`src/rtl/colour_key_tracker_pkg.sv`:
```
`default_nettype none
// +----------------------------------------------------------------------+
// | colour_key_pkg                                                       |
// | Shared types and constants for the colour-key tracking pipeline.     |
// | Revision: 1.0                                                        |
// +----------------------------------------------------------------------+
package colour_key_pkg;

   localparam int PKG_DW = 8;

   typedef enum logic [1:0] {
      MODE_PASS    = 2'd0,
      MODE_MASK    = 2'd1,
      MODE_OVERLAY = 2'd2,
      MODE_BBOX    = 2'd3
   } mode_e;

   typedef struct packed {
      logic [PKG_DW-1:0] r;
      logic [PKG_DW-1:0] g;
      logic [PKG_DW-1:0] b;
   } rgb_t;

   // Overlay colours as {R,G,B} full-scale flags so they scale with any channel width.
   localparam logic [2:0] C_OVERLAY_RGB = 3'b100;
   localparam logic [2:0] C_OUTLINE_RGB = 3'b010;

endpackage
`default_nettype wire

```
`src/rtl/colour_key_tracker_pixel_xy_counter.sv`:
```
`default_nettype none
// +----------------------------------------------------------------------+
// | pixel_xy_counter                                                     |
// | Active-pixel x/y position from BLANK_N and VS edges.                 |
// | Revision: 1.0                                                        |
// +----------------------------------------------------------------------+
module pixel_xy_counter #(
   parameter int WIDTH  = 640,
   parameter int HEIGHT = 480,
   parameter int XW     = $clog2(WIDTH),
   parameter int YW     = $clog2(HEIGHT)
) (
   input  logic          VGA_CLK,
   input  logic          reset_n,
   input  logic          blank_n,
   input  logic          vs,
   output logic [XW-1:0] x,
   output logic [YW-1:0] y,
   output logic          line_end,
   output logic          frame_start
);

   localparam logic [XW-1:0] C_X_LAST = XW'(WIDTH - 1);
   localparam logic [YW-1:0] C_Y_LAST = YW'(HEIGHT - 1);

   logic [XW-1:0] r_x;
   logic [YW-1:0] r_y;
   logic          r_blank_d;
   logic          r_vs_d;

   assign line_end    = r_blank_d & ~blank_n;
   assign frame_start = r_vs_d & ~vs;
   assign x           = r_x;
   assign y           = r_y;

   // VS history resets high so a low VS right after reset still closes the partial frame.
   always_ff @(posedge VGA_CLK or negedge reset_n) begin
      if (!reset_n) begin
         r_x       <= '0;
         r_y       <= '0;
         r_blank_d <= 1'b0;
         r_vs_d    <= 1'b1;
      end else begin
         r_blank_d <= blank_n;
         r_vs_d    <= vs;
         if (!vs) begin
            r_x <= '0;
            r_y <= '0;
         end else if (line_end) begin
            r_x <= '0;
            if (r_y != C_Y_LAST) r_y <= r_y + YW'(1);
         end else if (blank_n && (r_x != C_X_LAST)) begin
            r_x <= r_x + XW'(1);
         end
      end
   end

endmodule
`default_nettype wire

```
`src/rtl/colour_key_tracker.sv`:
```
`default_nettype none
// +----------------------------------------------------------------------+
// | colour_key_tracker                                                   |
// | Inline colour-window keyer with display modes and per-frame bbox.    |
// | Revision: 1.0                                                        |
// +----------------------------------------------------------------------+
module colour_key_tracker #(
   parameter int WIDTH  = 640,
   parameter int HEIGHT = 480,
   parameter int DW     = 8,
   parameter int XW     = $clog2(WIDTH),
   parameter int YW     = $clog2(HEIGHT),
   parameter int CW     = $clog2(WIDTH * HEIGHT + 1)
) (
   input  logic            VGA_CLK,
   input  logic            reset_n,
   input  logic [DW-1:0]   iVGA_R,
   input  logic [DW-1:0]   iVGA_G,
   input  logic [DW-1:0]   iVGA_B,
   input  logic            iVGA_HS,
   input  logic            iVGA_VS,
   input  logic            iVGA_SYNC_N,
   input  logic            iVGA_BLANK_N,
   input  logic [3*DW-1:0] cfg_lo,
   input  logic [3*DW-1:0] cfg_hi,
   input  logic [1:0]      cfg_mode,
   output logic [DW-1:0]   oVGA_R,
   output logic [DW-1:0]   oVGA_G,
   output logic [DW-1:0]   oVGA_B,
   output logic            oVGA_HS,
   output logic            oVGA_VS,
   output logic            oVGA_SYNC_N,
   output logic            oVGA_BLANK_N,
   output logic            stat_valid,
   output logic            stat_found,
   output logic [CW-1:0]   stat_count,
   output logic [XW-1:0]   stat_xmin,
   output logic [XW-1:0]   stat_xmax,
   output logic [YW-1:0]   stat_ymin,
   output logic [YW-1:0]   stat_ymax
);

   import colour_key_pkg::*;

   function automatic logic [3*DW-1:0] f_expand(input logic [2:0] sel);
      f_expand = {{DW{sel[2]}}, {DW{sel[1]}}, {DW{sel[0]}}};
   endfunction

   logic [3*DW-1:0] r_lo, r_hi;
   mode_e           r_mode;
   logic [CW-1:0]   r_acc_count;
   logic [XW-1:0]   r_acc_xmin, r_acc_xmax;
   logic [YW-1:0]   r_acc_ymin, r_acc_ymax;

   logic [3*DW-1:0] r_s1_rgb;
   logic            r_s1_hs, r_s1_vs, r_s1_sync_n, r_s1_blank_n, r_s1_match;
   logic [XW-1:0]   r_s1_x;
   logic [YW-1:0]   r_s1_y;
   mode_e           r_s1_mode;

   logic [3*DW-1:0] w_in;
   logic [XW-1:0]   w_x;
   logic [YW-1:0]   w_y;
   logic            w_unused_line_end;
   logic            w_frame_start;
   logic            w_match;
   logic            w_on_perim;
   logic [3*DW-1:0] w_rgb;

   assign w_in = {iVGA_R, iVGA_G, iVGA_B};

   pixel_xy_counter #(
      .WIDTH (WIDTH),
      .HEIGHT(HEIGHT),
      .XW    (XW),
      .YW    (YW)
   ) u_xy (
      .VGA_CLK    (VGA_CLK),
      .reset_n    (reset_n),
      .blank_n    (iVGA_BLANK_N),
      .vs         (iVGA_VS),
      .x          (w_x),
      .y          (w_y),
      .line_end   (w_unused_line_end),
      .frame_start(w_frame_start)
   );

   // An inverted window (lo > hi) can never satisfy both bounds, so it needs no special case.
   always_comb begin
      w_match = iVGA_BLANK_N;
      for (int c = 0; c < 3; c++) begin
         if ((w_in[c*DW +: DW] < r_lo[c*DW +: DW]) || (w_in[c*DW +: DW] > r_hi[c*DW +: DW]))
            w_match = 1'b0;
      end
   end

   always_ff @(posedge VGA_CLK or negedge reset_n) begin
      if (!reset_n) begin
         r_lo        <= '0;
         r_hi        <= '0;
         r_mode      <= MODE_PASS;
         r_acc_count <= '0;
         r_acc_xmin  <= '0;
         r_acc_xmax  <= '0;
         r_acc_ymin  <= '0;
         r_acc_ymax  <= '0;
         stat_valid  <= 1'b0;
         stat_found  <= 1'b0;
         stat_count  <= '0;
         stat_xmin   <= '0;
         stat_xmax   <= '0;
         stat_ymin   <= '0;
         stat_ymax   <= '0;
      end else begin
         stat_valid <= w_frame_start;
         if (w_frame_start) begin
            r_lo        <= cfg_lo;
            r_hi        <= cfg_hi;
            r_mode      <= mode_e'(cfg_mode);
            stat_found  <= (r_acc_count != '0);
            stat_count  <= r_acc_count;
            stat_xmin   <= r_acc_xmin;
            stat_xmax   <= r_acc_xmax;
            stat_ymin   <= r_acc_ymin;
            stat_ymax   <= r_acc_ymax;
            r_acc_count <= '0;
            r_acc_xmin  <= '0;
            r_acc_xmax  <= '0;
            r_acc_ymin  <= '0;
            r_acc_ymax  <= '0;
         end else if (w_match) begin
            r_acc_count <= r_acc_count + CW'(1);
            if (r_acc_count == '0) begin
               r_acc_xmin <= w_x;
               r_acc_xmax <= w_x;
               r_acc_ymin <= w_y;
               r_acc_ymax <= w_y;
            end else begin
               if (w_x < r_acc_xmin) r_acc_xmin <= w_x;
               if (w_x > r_acc_xmax) r_acc_xmax <= w_x;
               if (w_y < r_acc_ymin) r_acc_ymin <= w_y;
               if (w_y > r_acc_ymax) r_acc_ymax <= w_y;
            end
         end
      end
   end

   always_ff @(posedge VGA_CLK or negedge reset_n) begin
      if (!reset_n) begin
         r_s1_rgb     <= '0;
         r_s1_hs      <= 1'b1;
         r_s1_vs      <= 1'b1;
         r_s1_sync_n  <= 1'b0;
         r_s1_blank_n <= 1'b0;
         r_s1_match   <= 1'b0;
         r_s1_x       <= '0;
         r_s1_y       <= '0;
         r_s1_mode    <= MODE_PASS;
      end else begin
         r_s1_rgb     <= w_in;
         r_s1_hs      <= iVGA_HS;
         r_s1_vs      <= iVGA_VS;
         r_s1_sync_n  <= iVGA_SYNC_N;
         r_s1_blank_n <= iVGA_BLANK_N;
         r_s1_match   <= w_match;
         r_s1_x       <= w_x;
         r_s1_y       <= w_y;
         r_s1_mode    <= r_mode;
      end
   end

   always_comb begin
      w_on_perim = stat_found &&
                   ((((r_s1_x == stat_xmin) || (r_s1_x == stat_xmax)) &&
                     (r_s1_y >= stat_ymin) && (r_s1_y <= stat_ymax)) ||
                    (((r_s1_y == stat_ymin) || (r_s1_y == stat_ymax)) &&
                     (r_s1_x >= stat_xmin) && (r_s1_x <= stat_xmax)));
      w_rgb = r_s1_rgb;
      case (r_s1_mode)
         MODE_PASS:    w_rgb = r_s1_rgb;
         MODE_MASK:    w_rgb = r_s1_match ? f_expand(3'b111) : '0;
         MODE_OVERLAY: if (r_s1_match) w_rgb = f_expand(C_OVERLAY_RGB);
         MODE_BBOX:    if (w_on_perim) w_rgb = f_expand(C_OUTLINE_RGB);
         default:      w_rgb = r_s1_rgb;
      endcase
      if (!r_s1_blank_n) w_rgb = '0;
   end

   always_ff @(posedge VGA_CLK or negedge reset_n) begin
      if (!reset_n) begin
         oVGA_R       <= '0;
         oVGA_G       <= '0;
         oVGA_B       <= '0;
         oVGA_HS      <= 1'b1;
         oVGA_VS      <= 1'b1;
         oVGA_SYNC_N  <= 1'b0;
         oVGA_BLANK_N <= 1'b0;
      end else begin
         oVGA_R       <= w_rgb[3*DW-1:2*DW];
         oVGA_G       <= w_rgb[2*DW-1:DW];
         oVGA_B       <= w_rgb[DW-1:0];
         oVGA_HS      <= r_s1_hs;
         oVGA_VS      <= r_s1_vs;
         oVGA_SYNC_N  <= r_s1_sync_n;
         oVGA_BLANK_N <= r_s1_blank_n;
      end
   end

endmodule
`default_nettype wire
```
`config.mk`:
```
export PLATFORM = sky130hd
export DESIGN_NAME = colour_key_tracker
export DESIGN_NICKNAME = d
export VERILOG_FILES = /design/src/rtl/colour_key_tracker_pkg.sv /design/src/rtl/colour_key_tracker_pixel_xy_counter.sv /design/src/rtl/colour_key_tracker.sv
export SDC_FILE = /design/constraint.sdc
export NUM_CORES = 1
export LEC_CHECK = 0
export ABC_CLOCK_PERIOD_IN_PS = 3300
export BUFFER_PORTS_ARGS = -buffer_cell sky130_fd_sc_hd__buf_2
export CORE_ASPECT_RATIO = 1.2
export CORE_MARGIN = 4
export CORE_UTILIZATION = 55
export CTS_CLUSTER_DIAMETER = 80
export DETAILED_ROUTE_END_ITERATION = 8
export PLACE_DENSITY = 0.88
export REMOVE_ABC_BUFFERS = 1
export SYNTH_ARGS = -nofsm -noshare
export SYNTH_HDL_FRONTEND = slang
export SYNTH_HIERARCHICAL = 1
export SYNTH_SLANG_ARGS = --single-unit
```
`constraint.sdc`:
```
create_clock -name VGA_CLK -period 3.3 [get_ports VGA_CLK]
set_clock_uncertainty 0.05 [all_clocks]
set_input_delay 0.99 -clock VGA_CLK [delete_from_list [all_inputs] [get_ports VGA_CLK]]
set_output_delay 0.99 -clock VGA_CLK [all_outputs]
set_load 0.1 [all_outputs]
```
==> results.json <==
{
  "cp.required_ns": 3.69,
  "cts_buffer_depth": 3,
  "grt_util_all_layers_pct": 23.73,
  "max_slew_margin_pct": 32.24,
  "core-area_mm2": 0.02413,
  "drt_iter0_markers": 845,
  "cts_hold_buf": 0,
  "grt_max_degree": 266,
  "leakagePower_nw": 7.519,
  "via_per_inst": 5.821,
  "synth_cells": 1346,
  "die_h_um": 179.9,
  "yosys.area.top_type": "dfrtp_1",
  "final_cell_mix": "dfrtp_1, nand2_1, buf_2",
  "port-buffer-count": 166,
  "worstSetupPathType": "in -> reg",
  "grt_pass1_vias": 10940,
  "slew_violations": 0,
  "postLayoutCellArea_mm2": 0.01580,
  "synth_top_flop_cell": "dfrtp_1",
  "ys_ff_latch": 265,
  "ir_drop_v": 0.0005013,
  "crit_slowest_cell": "or4_1",
  "tightest_slew_ns": 1.016,
  "min_period_ns": 3.105,
  "avgSynthCellArea_um2": 10.06,
  "final_cells": 1851,
  "setup_viol": 0,
  "globalRoute.totalOverflow": 0,
  "antenna_found_initial": 1,
  "synthTopCellsByArea": "dfrtp_1, ha_1, nand2_1, o21ai_0, inv_1",
  "synthToLayoutAreaGrowth_pct": 16.71,
  "die_w_um": 151.2,
  "cp-start-kind": "primary input",
  "drive_above_1_share_pct": 19.67,
  "synth_top_area_share_pct": 48.05,
  "grt_pass1_wl_um": 53570,
  "io_pins": 167,
  "dieArea_mm2": 0.02720,
  "dp_worst_setup_slack_ns": -0.2714,
  "seq_area_frac_synth_pct": 49.03,
  "wl_per_cell_um": 17.51,
  "setup_tns_ns": 0,
  "start_util_pct": 56.12,
  "cpMostUsedCell": "a21oi_1",
  "ant_nets": 0,
  "rows": 62,
  "place_hpwl_um": 22980,
  "p_per_area_mw_per_mm2": 497.8,
  "fin_util_pct": 65.50,
  "synth_edf_count": 0,
  "yosysWarnings": 6,
  "max_stage_delay_ns": 0.55,
  "setup_slack_ns": 0.1949,
  "synth_area_mm2": 0.01354,
  "clk_pin_slew_ns": 0.06,
  "outcome": "finished clean",
  "placed_area_mm2": 0.01487,
  "numCtsBuffers": 27,
  "grt_setup_unrepaired": "false",
  "h-tree-depth": 1,
  "cts_tree": "done",
  "synth_cell_types": 72,
  "cp_cell_sequence": "buf_2 > ha_1 > nor2b_1 > o211ai_2 > a21oi_1 > nor4_2 > nand4_2 > buf_4 > or4_1 > a21oi_1",
  "cts-root-buf": "clkbuf_16",
  "final_common_cell": "dfrtp_1",
  "async_flop_share_pct": 100.0,
  "clk_latency_ns": 0.53,
  "hp-class": "reg -> reg",
  "drt_pass1_iterations": 5,
  "cp-end-kind": "flip-flop",
  "gp_congestion": 0.8864,
  "drc": 0,
  "cts.sinks": 265,
  "hold_violations": 0,
  "placed_cells": 1801,
  "nNetsFinal": 1713,
  "cp_max_fo": 33,
  "crit_arrival_ns": 3.49,
  "fin_crit_sh_pct": 94.09,
  "routed-via-count": 10780,
  "wl_um": 32400,
  "maxCapViolCount": 0,
  "fmax_mhz": 322.1
}
==> repair_timing <==
action	in CTS	in global routing
setup buffers	0	0
endpoints found under the setup margin	10	0
gates resized for setup	1	0
==> final cells by class <==
type	count	area [um^2]
Antenna cell	1	2.502
Clock buffer	38	787.0
Clock inverter	11	136.4
Fill cell	1818	8324
Inverter	128	480.5
Multi-Input combinational cell	890	6188
Sequential cell	265	6638
Tap cell	320	400.4
Timing Repair Buffer	198	1169
==> metal layers <==
layer	routed length, um	GRT usage, %	vias up	part of all wire [%]
li1	-	-	5118	-
met1	13050	30.18	5208	40
met2	16460	40.43	361	51
met3	1714	3.652	88	5.3
met4	1180	9.325	0	3.6
met5	0	0	-	0
==> flip-flops by register name, indices dropped and copies added (netlist names), 19 cells and up <==
register and count:
r_acc_count 19, r_hi 24, r_lo 24, r_s1_rgb 24
stat_count 19
==> per-stage QoR <==
stage	hold WS (ns)	total power, mW
5_1_grt	0.3058	8.196
3_3_place_gp	0.2841	4.711
2_1_floorplan	0.2812	4.323
4_1_cts	0.3028	7.912
6_report	0.3034	7.865
3_5_place_dp	0.2926	4.769
==> cells in the mapped netlist (4+ instances only) <==
library cell	n
buf_2	7
ha_1	123
nor3_1	11
nand2b_1	26
o311ai_1	22
and2_1	8
inv_1	128
nand2_1	166
nand4_1	25
a211oi_1	9
a21oi_1	77
o21a_1	13
buf_1	5
and4_1	4
o311ai_0	5
or3_1	4
clkbuf_1	51
o21ai_0	110
and3_1	5
dfrtp_1	260
o31ai_1	13
a21o_1	16
nor4_1	6
nand3_1	27
a211o_1	11
o211ai_1	16
mux2_2	34
xnor2_1	5
dfstp_2	5
nor2_1	31
nor2b_1	27
or4_1	39
==> logic make-up after synthesis <==
kind of cell	share of synthesized area, %
multiplexers	2.828
XOR/XNOR	0.4528
AO/OA/AOI/OAI	15.54
flip-flops	49.03
buffers and inverters	5.360
adder cells (fa/ha/maj)	11.37
AND/OR/NAND/NOR	15.42
==> report_power, final <==
part / internal, mW / switching [mW]
clock: 1.89 / 1.25
sequential: 3.40 / 0.0755
combinational: 0.359 / 0.884
==> worst max-delay path: cells and delay by family <==
kind                       cells  cell delay [ns]
AOI/OAI and AO/OA              3             0.48
adders and majority gates      1             0.33
buffers and inverters          2             0.39
and+or+nand+nor                4             1.28
==> path summary, 6_finish.rpt <==
path / startpoint / end / slack (ns) / cells after the start
max: iVGA_G[1] / r_acc_count[16] / 0.19 / 10
min: r_s1_hs / oVGA_HS / 0.30 / 0
max reg2reg: r_acc_count[1] / r_acc_xmax[0] / 0.19 / 12
min reg2reg: r_s1_hs / oVGA_HS / 0.30 / 0
max in group asynchronous: reset_n / oVGA_VS / 2.03 / 2
min in group asynchronous: reset_n / r_hi[14] / 0.38 / 1
Note: power is estimated with default switching activity, not from simulation.
